<file path="src/rtl/barrel_shift_arbiter.sv">
// Round-robin arbiter sharing one 32-bit log barrel shifter among NUM_REQ
// requesters, with a single-entry result register tagged by requester ID.
//
// Ports:
//   clk, rst              clock, async active-high reset
//   req_valid/req_ready   per-requester handshake (ready = granted now)
//   req_data/req_cmd      packed 32-bit operands / 8-bit commands
//   res_valid/res_ready   result handshake
//   res_data/res_id       registered result and issuing requester
//   ops_done              16-bit count of consumed results (wraps)
module barrel_shift_arbiter #(
    parameter int NUM_REQ = 2,
    parameter int ID_W    = 1
) (
    input  logic                  clk,
    input  logic                  rst,
    input  logic [NUM_REQ-1:0]    req_valid,
    output logic [NUM_REQ-1:0]    req_ready,
    input  logic [32*NUM_REQ-1:0] req_data,
    input  logic [8*NUM_REQ-1:0]  req_cmd,
    output logic                  res_valid,
    input  logic                  res_ready,
    output logic [31:0]           res_data,
    output logic [ID_W-1:0]       res_id,
    output logic [15:0]           ops_done
);

    typedef enum logic {
        EMPTY,
        FULL
    } state_t;

    state_t          state;
    state_t          state_nxt;
    logic [ID_W-1:0] ptr;
    logic [ID_W-1:0] gnt_id;
    logic [ID_W:0]   cand;
    logic            gnt_any;
    logic            can_accept;
    logic            accept;
    logic [31:0]     op_data;
    logic [7:0]      op_cmd;
    logic [31:0]     shf_in;
    logic [31:0]     shf_out;
    logic [31:0]     result;
    logic            sh_right;
    logic            sh_rot;
    logic            sh_fill;

    function automatic logic [31:0] bitrev(input logic [31:0] v);
        logic [31:0] r;
        for (int i = 0; i < 32; i++) begin
            r[i] = v[31-i];
        end
        return r;
    endfunction

    assign res_valid  = (state == FULL);
    assign can_accept = !res_valid || res_ready;
    assign accept     = !rst && can_accept && gnt_any;

    // Scan upward from the pointer, wrapping at NUM_REQ.
    always_comb begin
        gnt_any = 1'b0;
        gnt_id  = '0;
        cand    = '0;
        for (int k = 0; k < NUM_REQ; k++) begin
            cand = {1'b0, ptr} + (ID_W+1)'(k);
            if (cand >= (ID_W+1)'(NUM_REQ)) begin
                cand = cand - (ID_W+1)'(NUM_REQ);
            end
            if (!gnt_any && req_valid[cand[ID_W-1:0]]) begin
                gnt_any = 1'b1;
                gnt_id  = cand[ID_W-1:0];
            end
        end
    end

    always_comb begin
        req_ready = '0;
        if (accept) begin
            req_ready[gnt_id] = 1'b1;
        end
    end

    always_comb begin
        op_data = '0;
        op_cmd  = '0;
        for (int k = 0; k < NUM_REQ; k++) begin
            if (gnt_id == ID_W'(k)) begin
                op_data = req_data[32*k +: 32];
                op_cmd  = req_cmd[8*k +: 8];
            end
        end
    end

    // Left operations run through the right-shift network on a
    // bit-reversed operand, then get reversed back.
    assign sh_right = op_cmd[5];
    assign sh_rot   = op_cmd[6];
    assign sh_fill  = sh_right && !sh_rot && op_cmd[7] && op_data[31];
    assign shf_in   = sh_right ? op_data : bitrev(op_data);

    always_comb begin
        shf_out = shf_in;
        if (op_cmd[0]) begin
            shf_out = sh_rot ? {shf_out[0], shf_out[31:1]}
                             : {sh_fill, shf_out[31:1]};
        end
        if (op_cmd[1]) begin
            shf_out = sh_rot ? {shf_out[1:0], shf_out[31:2]}
                             : {{2{sh_fill}}, shf_out[31:2]};
        end
        if (op_cmd[2]) begin
            shf_out = sh_rot ? {shf_out[3:0], shf_out[31:4]}
                             : {{4{sh_fill}}, shf_out[31:4]};
        end
        if (op_cmd[3]) begin
            shf_out = sh_rot ? {shf_out[7:0], shf_out[31:8]}
                             : {{8{sh_fill}}, shf_out[31:8]};
        end
        if (op_cmd[4]) begin
            shf_out = sh_rot ? {shf_out[15:0], shf_out[31:16]}
                             : {{16{sh_fill}}, shf_out[31:16]};
        end
    end

    assign result = sh_right ? shf_out : bitrev(shf_out);

    always_comb begin
        state_nxt = state;
        unique case (state)
            EMPTY: begin
                if (accept) state_nxt = FULL;
            end
            FULL: begin
                if (accept)         state_nxt = FULL;
                else if (res_ready) state_nxt = EMPTY;
            end
            default: state_nxt = EMPTY;
        endcase
    end

    always_ff @(posedge clk or posedge rst) begin
        if (rst) begin
            state <= EMPTY;
        end else begin
            state <= state_nxt;
        end
    end

    always_ff @(posedge clk or posedge rst) begin
        if (rst) begin
            res_data <= '0;
            res_id   <= '0;
            ptr      <= '0;
        end else if (accept) begin
            res_data <= result;
            res_id   <= gnt_id;
            if (gnt_id == ID_W'(NUM_REQ-1)) ptr <= '0;
            else                           ptr <= gnt_id + ID_W'(1);
        end
    end

    always_ff @(posedge clk or posedge rst) begin
        if (rst) begin
            ops_done <= '0;
        end else if (res_valid && res_ready) begin
            ops_done <= ops_done + 16'd1;
        end
    end

endmodule

</file>
<file path="config.mk">
export PLATFORM = sky130hd
export DESIGN_NAME = barrel_shift_arbiter
export DESIGN_NICKNAME = d
export VERILOG_FILES = /design/src/rtl/barrel_shift_arbiter.sv
export SDC_FILE = /design/constraint.sdc
export NUM_CORES = 1
export LEC_CHECK = 0
export ABC_CLOCK_PERIOD_IN_PS = 4900
export CAP_MARGIN = 5
export CORE_MARGIN = 5
export CORE_UTILIZATION = 50
export CTS_CLUSTER_DIAMETER = 30
export DETAILED_ROUTE_END_ITERATION = 7
export GPL_ROUTABILITY_DRIVEN = 0
export PLACE_DENSITY = 0.78
export SETUP_SLACK_MARGIN = 0.4
export SLEW_MARGIN = 20
export SYNTH_ARGS = -nofsm -noshare
export SYNTH_HDL_FRONTEND = slang
export SYNTH_SLANG_ARGS = --single-unit
export TNS_END_PERCENT = 50
</file>
<file path="constraint.sdc">
create_clock -name clk -period 4.9 [get_ports clk]
set_clock_uncertainty 0.05 [all_clocks]
set_input_delay 0.49 -clock clk [delete_from_list [all_inputs] [get_ports clk]]
set_output_delay 0.49 -clock clk [all_outputs]
set_load 0.02 [all_outputs]
</file>
==> flow_summary.toml <==
[placement]
io_buffer_count = 136
hpwl_mm = 24.5
place_area_um2 = 9660

[clock_tree]
cts_sinks = 51
clk_path_buf_depth = 2
postCtsSetupBuffers = 0
numCtsBuffers = 5
ctsHoldBuffers = 0
htreeDepth = 2
clk_pin_slew_ns = 0.07
worstSkewPairLatency_ns = 0.29
cts_tree = "yes"
ctsResizeCount = 0
clock-root-buffer = "clkbuf_16"

[logic_synthesis]
syn_area_um2 = 8290
synth-edff-count = 0
avgSynthCellArea_um2 = 8.46
synth_seq_cells = 51
yosysSeqAreaShare = 0.154
netlist_top_cells_count = "nand2_1, mux2i_1, o21ai_0"
yosys.cell_count.top_type = "nand2_1"
async_flop_share = 1.00
synth_top_cell_area_share = 0.154
synthFlopType = "dfrtp_1"
synth_cell_types = 86
yosysWarnings = 0
synth_top_area_cell = "dfrtp_1"
syn_nets = 1066
synth.area.top_cells = "dfrtp_1, mux4_2, mux2i_1"
syn_inst = 980

[setup_path]
cp-startpoint = "req_valid[0]"
cp_common_cell = "o21ai_0"
crit_type = "in -> reg"
r2r_end = "res_data[7]$_DFFE_PP0P_"
start_kind = "primary input"
worstPathRequired_ns = 5.05
crit_fanout = 32
crit_chain = "clkdlybuf4s50_1, nor2b_2, nor2_4, o21ai_0, o21ai_0, o211ai_1, a31oi_1, a21oi_1, o21bai_1, o21ai_0"
ff2ff_path_depth = 10
worstSetupEndpoint = "res_data[7]$_DFFE_PP0P_"
end_kind = "register"
path_delay_family = "compound AO/OA/AOI/OAI gates"
reg2reg_from = "ptr$_DFFE_PP0P_"
crit_arrival_ns = 4.22
slowest_stage = "o21ai_0"
reg2reg_slack_ns = 1.15
crit_cells = 10
slowest_delay_ns = 0.72
path_buf_inv = 1

[finish]
drive_gt1_frac = 0.161
antennaDiodeCount = 0
regArea_um2 = 1280
multi_input_area_um2 = 6380
nets = 1152
fin_area_um2 = 9840
final_util = 0.599
fillers = 1419
area_growth_pct = 18.6

[drt]
drt_iter0_markers = 2094
routed_wl_mm = 32.9
drt-met1-wl_mm = 11.7
via_per_inst = 7.63
drc = 13
ant_nets = 0
wire_per_inst_um = 25.5
via_count = 9816
met3WireLength_mm = 4.59
top_layer = "met4"
dr_wl_met2_mm = 14.6
first_pass_iters = 8

[timing]
fmax_mhz = 246
report.final.slew_viol_count = 0
setup_tns_ns = 0
whs_ns = 0.421
finalCriticalPeriod_ns = 4.07
finalCritPeriodShare = 0.830
relSlewSlack = 0.384
finalHoldViolCount = 0
setup_viol = 0
tightest_slew_ns = 0.906
rsz0062_at_grt = "false"

[floorplanning]
core_area_um2 = 16400
io_pins = 137
start_util = 0.506
die_height_um = 139
die_w_um = 139
rows = 47
floorplan.die_area_um2 = 19300

[run_status]
outcome = "finished, violations left"
failed_checks = "DRC"

[global_routing]
grt_usage = 0.327
first_global_vias = 9157
grt_pass1_wl_mm = 51.9
grt_max_degree = 55
grt_overflow = 0
antenna_found_initial = 0

[flow_run]
cap_violations = 0

[worst_hold_path]
min-delay-path-class = "reg -> reg"
min_from = "ops_done[15]$_DFFE_PP0P_"

[pwr]
p_sw_mw = 1.26
fin_total_pwr_mw = 2.76
combPwrFrac = 0.630
power.leakage_nw = 3.84
p_sw_frac = 0.458
seq_power_share = 0.223
peakVddDrop_mv = 0.185
clkPwrFrac = 0.147
power.density_nw_per_um2 = 281
internal-power_mw = 1.50
state kept, by name, indices dropped and copies added, names as in the netlist:
signal / flops
res_data: 32
ops_done: 16
ptr: 1
res_id: 1
res_valid: 1
power by group through the flow:
stage | Sequential, mW | Clock [mW] | Combinational, mW
4_1_cts | 0.617 | 0.412 | 1.67
5_1_grt | 0.631 | 0.428 | 1.82
3_5_place_dp | 0.623 | 0 | 1.67
2_1_floorplan | 0.735 | 0 | 0.932
3_3_place_gp | 0.621 | 0 | 1.64
6_report | 0.614 | 0.406 | 1.74
cells by family (layout without fill, tap and decap cells):
| family | Yosys count | count (layout) | share of synthesized area |
|---|---|---|---|
| flops | 51 | 51 | 0.154 |
| buf+inv | 116 | 203 | 0.0780 |
| simple gates | 307 | 307 | 0.184 |
| fa+ha+maj | 1 | 1 | 0.00151 |
| xor+xnor | 17 | 17 | 0.0180 |
| compound gates | 328 | 328 | 0.295 |
| mux | 160 | 160 | 0.269 |
worst min-delay path by stage:
| stage | to | slack [ns] | cells after the start |
|---|---|---|---|
| after global routing | ops_done[15]$_DFFE_PP0P_ | 0.45 | 1 |
| after global placement | ops_done[15]$_DFFE_PP0P_ | 0.41 | 1 |
| after CTS | ops_done[15]$_DFFE_PP0P_ | 0.43 | 1 |
| final | ops_done[15]$_DFFE_PP0P_ | 0.42 | 1 |
| after detailed placement | ops_done[15]$_DFFE_PP0P_ | 0.41 | 1 |
| after floorplan | ptr$_DFFE_PP0P_ | 0.43 | 2 |
per-layer routing:
layer  vias to the layer above  global-route usage
li1                       4091                   -
met1                      4556               0.427
met3                       211              0.0776
met5                         -                   0
met2                       958               0.526
met4                         0               0.128
layout make-up:
type | instances | area share
clock buffer | 5 | 0.0127
tap | 220 | 0.0280
sequential | 51 | 0.130
inverter | 18 | 0.00712
clock inverter | 3 | 0.00471
timing repair buffer | 177 | 0.169
multi-input combinational | 813 | 0.649
layout by cell type (no fill, tap or decap), drive strengths merged, types with 8 or more instances in the layout:
cell           count
mux4              47
o2111ai           12
a32oi              8
o21ai             68
a21oi             25
and3              10
nand2            102
mux2              36
o211ai            31
a22oi             12
nor3              14
o22ai             17
mux2i             77
a21o              14
nand3             45
nor2              51
a211oi            19
xnor2             11
clkdlybuf4s50    133
a221oi            14
inv               19
a31oi             13
nand2b            19
a221o             11
o221ai            15
buf               44
nand4             36
dfrtp             51
stage by stage:
| step | setup WS, ns | std cells |
|---|---|---|
| 2_1_floorplan | 1.38 | 980 |
| 3_3_place_gp | 0.780 | 1279 |
| 3_5_place_dp | 0.757 | 1279 |
| 4_1_cts | 1.06 | 1287 |
| 5_1_grt | 0.654 | 1287 |
| 6_report | 0.831 | 1287 |
Note: power is estimated with default switching activity, not from simulation.
